[src/rtl/fetch_pc_stage.sv]
// IF stage: PC register, imem request and IF/ID register; one instruction per cycle, 1-cycle IF/ID latency.
// Backpressure: hazard freezes PC and IF/ID; imem_ready=0 inserts bubbles; a taken branch costs one bubble.
module fetch_pc_stage #(
    parameter logic [31:0] RESET_PC  = 32'h0000_0000,
    parameter logic [31:0] NOP_INSTR = 32'h0000_0013
) (
    input  logic        clk,
    input  logic        Rst,
    input  logic        branch_taken,
    input  logic [31:0] branch_target,
    input  logic        hazard,
    output logic        imem_req,
    output logic [31:0] imem_addr,
    input  logic [31:0] imem_rdata,
    input  logic        imem_ready,
    output logic [31:0] if_id_pc,
    output logic [31:0] if_id_pc4,
    output logic [31:0] if_id_instr,
    output logic        if_id_valid,
    output logic        branch_misalign
);

    typedef enum logic {BOOT, RUN} state_t;

    state_t      state_q, state_d;
    logic [31:0] pc_q, pc_d;
    logic [31:0] if_id_pc_q, if_id_pc_d;
    logic [31:0] if_id_pc4_q, if_id_pc4_d;
    logic [31:0] if_id_instr_q, if_id_instr_d;
    logic        if_id_valid_q, if_id_valid_d;
    logic        branch_misalign_q, branch_misalign_d;

    always_comb begin
        state_d           = state_q;
        pc_d              = pc_q;
        if_id_pc_d        = if_id_pc_q;
        if_id_pc4_d       = if_id_pc4_q;
        if_id_instr_d     = if_id_instr_q;
        if_id_valid_d     = if_id_valid_q;
        branch_misalign_d = 1'b0;
        if (state_q == BOOT) begin
            state_d = RUN;
        end else if (branch_taken) begin
            // Redirect wins over everything; the in-flight sequential fetch is dropped.
            pc_d              = {branch_target[31:2], 2'b00};
            if_id_instr_d     = NOP_INSTR;
            if_id_valid_d     = 1'b0;
            branch_misalign_d = |branch_target[1:0];
        end else if (hazard) begin
            pc_d = pc_q;
        end else if (imem_ready) begin
            if_id_pc_d    = pc_q;
            if_id_pc4_d   = pc_q + 32'd4;
            if_id_instr_d = imem_rdata;
            if_id_valid_d = 1'b1;
            pc_d          = pc_q + 32'd4;
        end else begin
            if_id_instr_d = NOP_INSTR;
            if_id_valid_d = 1'b0;
        end
    end

    always_ff @(posedge clk or posedge Rst) begin
        if (Rst) begin
            state_q           <= BOOT;
            pc_q              <= RESET_PC;
            if_id_pc_q        <= 32'd0;
            if_id_pc4_q       <= 32'd0;
            if_id_instr_q     <= NOP_INSTR;
            if_id_valid_q     <= 1'b0;
            branch_misalign_q <= 1'b0;
        end else begin
            state_q           <= state_d;
            pc_q              <= pc_d;
            if_id_pc_q        <= if_id_pc_d;
            if_id_pc4_q       <= if_id_pc4_d;
            if_id_instr_q     <= if_id_instr_d;
            if_id_valid_q     <= if_id_valid_d;
            branch_misalign_q <= branch_misalign_d;
        end
    end

    assign imem_req        = (state_q == RUN);
    assign imem_addr       = pc_q;
    assign if_id_pc        = if_id_pc_q;
    assign if_id_pc4       = if_id_pc4_q;
    assign if_id_instr     = if_id_instr_q;
    assign if_id_valid     = if_id_valid_q;
    assign branch_misalign = branch_misalign_q;

endmodule
[config.mk]
export PLATFORM = sky130hd
export DESIGN_NAME = fetch_pc_stage
export DESIGN_NICKNAME = d
export VERILOG_FILES = /design/src/rtl/fetch_pc_stage.sv
export SDC_FILE = /design/constraint.sdc
export NUM_CORES = 1
export LEC_CHECK = 0
export CAP_MARGIN = 20
export CORE_MARGIN = 5
export CORE_UTILIZATION = 45
export CTS_CLUSTER_DIAMETER = 50
export DETAILED_ROUTE_END_ITERATION = 12
export GPL_ROUTABILITY_DRIVEN = 0
export PLACE_DENSITY = 0.8
export SLEW_MARGIN = 0
export SYNTH_ARGS = -nofsm -noshare
export SYNTH_HDL_FRONTEND = slang
export SYNTH_SLANG_ARGS = --single-unit
[constraint.sdc]
create_clock -name clk -period 5.39 [get_ports clk]
set_input_delay 0.8085 -clock clk [delete_from_list [all_inputs] [get_ports clk]]
set_output_delay 0.8085 -clock clk [all_outputs]
set_load 0.03 [all_outputs]
==> metrics <==
outcome complete, no violations; DP Cell Count a little over 900; skew final ~0.0082 ns; Final Hold Slack between 0.4 and 0.5 ns; CTS tree built; Die Width approximately 120 µm; Final Hold Fails 0; post-synthesis sequential area ratio 54.8%; DP Area just under 8000 µm²; Async SR Flop Fraction between 90% and 100%; DRC 0; final worst slack approximately 2.7 ns; GRT Util Overall between 20% and 30%; Post-Syn Instances roughly 600; critical path's slowest cell buf_2; RSZ-0062 raised after global routing no; Setup crit end kind flip-flop; Avg Cell Area, Syn approximately 9.4 µm²; Area growth syn-to-layout 45.7%; hold buffer count at CTS 0; CP Launch Type input port; largest driver fanout on the critical path between 60 and 70; total global routing overflow 0; Util after Layout between 60 and 70%; P_leak between 3 and 4 nW; Worst Path Required about 5.7 ns; Hold Crit Class reg -> reg; clock period minus worst slack 2.66 ns; Resized cells post-CTS 0; Max Cap Viol 0; overall power 3.40 mW; via count between 5000 and 6000; DIE AREA 15100 µm²; footprint of the multi-input gates 2370 µm²; worst path arrival time roughly 3 ns; post-route cell area ~8300 µm²; I/O pins 200; DR WL/cell 17.5 µm; count of different cell masters after synthesis 46; commonest cells after routing, fill and taps aside 192 x clkdlybuf4s50_1, 150 x nand2_1, 122 x dfrtp_1; most common cell after layout, fill and taps aside clkdlybuf4s50_1; top_reg_cell synth dfrtp_1; layout cells sized above 1 about 6.7%; Placeable Area roughly 13000 µm²; Worst Hold Depth 2; first-pass GRT wire length between 20 and 30 mm; Slew HR between 40% and 50%; Syn Std Cell Area roughly 5700 µm²; fin crit share between 40 and 50%; initial DRC count 364; initial antenna violation count 0; Reg clk slew, reported paths around 0.060 ns; pwr/cell area between 400 and 500 nW/µm²; vias in the first global route 5279; CTS sink count 125; H-Tree Level Count 4; Clock Path Buffers 2; Non-Filler Instances slightly below 1000; Post-synth EDFFs 0; largest net degree at the start of global routing about 100; 1st-pass router iterations 5; Routed Wire Length 16.9 mm; Finish-stage setup viols 0; register area roughly 3100 µm²; antenna fix cells 0; YS warnings 0; placed wire-length estimate roughly 12 mm; Critical Path Max Stage Delay 0.65 ns; worst reg2reg path depth 6; Setup Buffers After CTS 0; Peak VDD IR 0.167 mV; WS Path Type in -> reg; Worst Tran Pin Value 0.864 ns; FF+latch count, synth around 130; final net count 849; Port Buffers 193; post-route ant nets 0; total negative slack 0 ns; CTS Buf Count 17; root buffer cell clkbuf_16; worst-skew pair later-pin latency roughly 0.4 ns; Fmax ~380 MHz; die height 123 µm; Starting Density a little under half; final-report max-slew violation count 0; num rows 41; post-DR vias/cell ~5.3; Setup WS pre-CTS between 2 and 2.5 ns; Fill cells roughly 1000; worst path cell trace buf_2 > nor2b_1 > nand3_4 > buf_12 > nor2_1 > a22o_1 > a21o_1
## cell families after synthesis
kind of cell / share of synthesized area [%]
and+or+nand+nor: 20.3
AOI/OAI and AO/OA: 15.4
DFF: 54.8
buffers and inverters: 4.47
xor gates and xnor gates: 4.14
muxes: 0.526
other: 0.131
adders and majority gates: 0.219
## sequential cells by signal, indices dropped and copies added, names as in the netlist
signal / cells
imem_addr: 30
branch_misalign: 1
if_id_pc4: 30
if_id_instr: 32
if_id_pc: 30
imem_req: 1
if_id_valid: 1
## final cells by class
type	instances	share of cell area (%)
clock buffer	21	5.53
clock inverter	11	1.41
inverter	7	0.346
multi-input combinational	428	28.4
sequential	125	37.6
tap	172	2.58
timing repair buffer	200	24.1
## cell usage after synthesis (7+ instances only)
| library cell | n | area, µm² |
|---|---|---|
| nor2_1 | 23 | 86.3 |
| xnor2_1 | 10 | 87.6 |
| buf_2 | 8 | 40.0 |
| nand3_1 | 28 | 140 |
| nand4_1 | 13 | 81.3 |
| a22o_1 | 28 | 245 |
| xor2_1 | 17 | 149 |
| nand2_1 | 150 | 563 |
| dfrtp_1 | 122 | 3050 |
| and3_1 | 11 | 68.8 |
| clkbuf_1 | 34 | 128 |
| or3_1 | 7 | 43.8 |
| o21ai_0 | 55 | 275 |
| a21oi_1 | 18 | 90.1 |
## final timing paths
path / startpoint / endpoint / slack (ns)
hold reg to reg: if_id_instr[4] / if_id_instr[4] / 0.46
max in group asynchronous: Rst / if_id_pc4[26] / 3.80
hold / removal: if_id_instr[4] / if_id_instr[4] / 0.46
setup reg to reg: imem_addr[2] / imem_addr[16] / 3.05
min in group asynchronous: Rst / if_id_instr[14] / 0.97
setup / recovery: branch_taken / imem_addr[23] / 2.73
## per-layer routing
metal / GRT usage, % / vias up / routed length [µm]
li1: - / 2424 / -
met1: 28.5 / 2438 / 6740
met2: 37.5 / 234 / 8130
met3: 8.29 / 30 / 1690
met4: 7.63 / 0 / 296
met5: 0 / - / 0
## critical path: cells and delay by family
family	cells	cell delay, ns
buffers and inverters	2	0.95
AND/OR/NAND/NOR	3	0.78
AO/OA/AOI/OAI	2	0.40
## power by group
part	internal, mW	switching (mW)	leakage (nW)
clock network	0.702	0.416	0.283
registers	1.10	0.165	1.58
logic	0.426	0.593	1.79
Power figures use the tool's default switching activity.
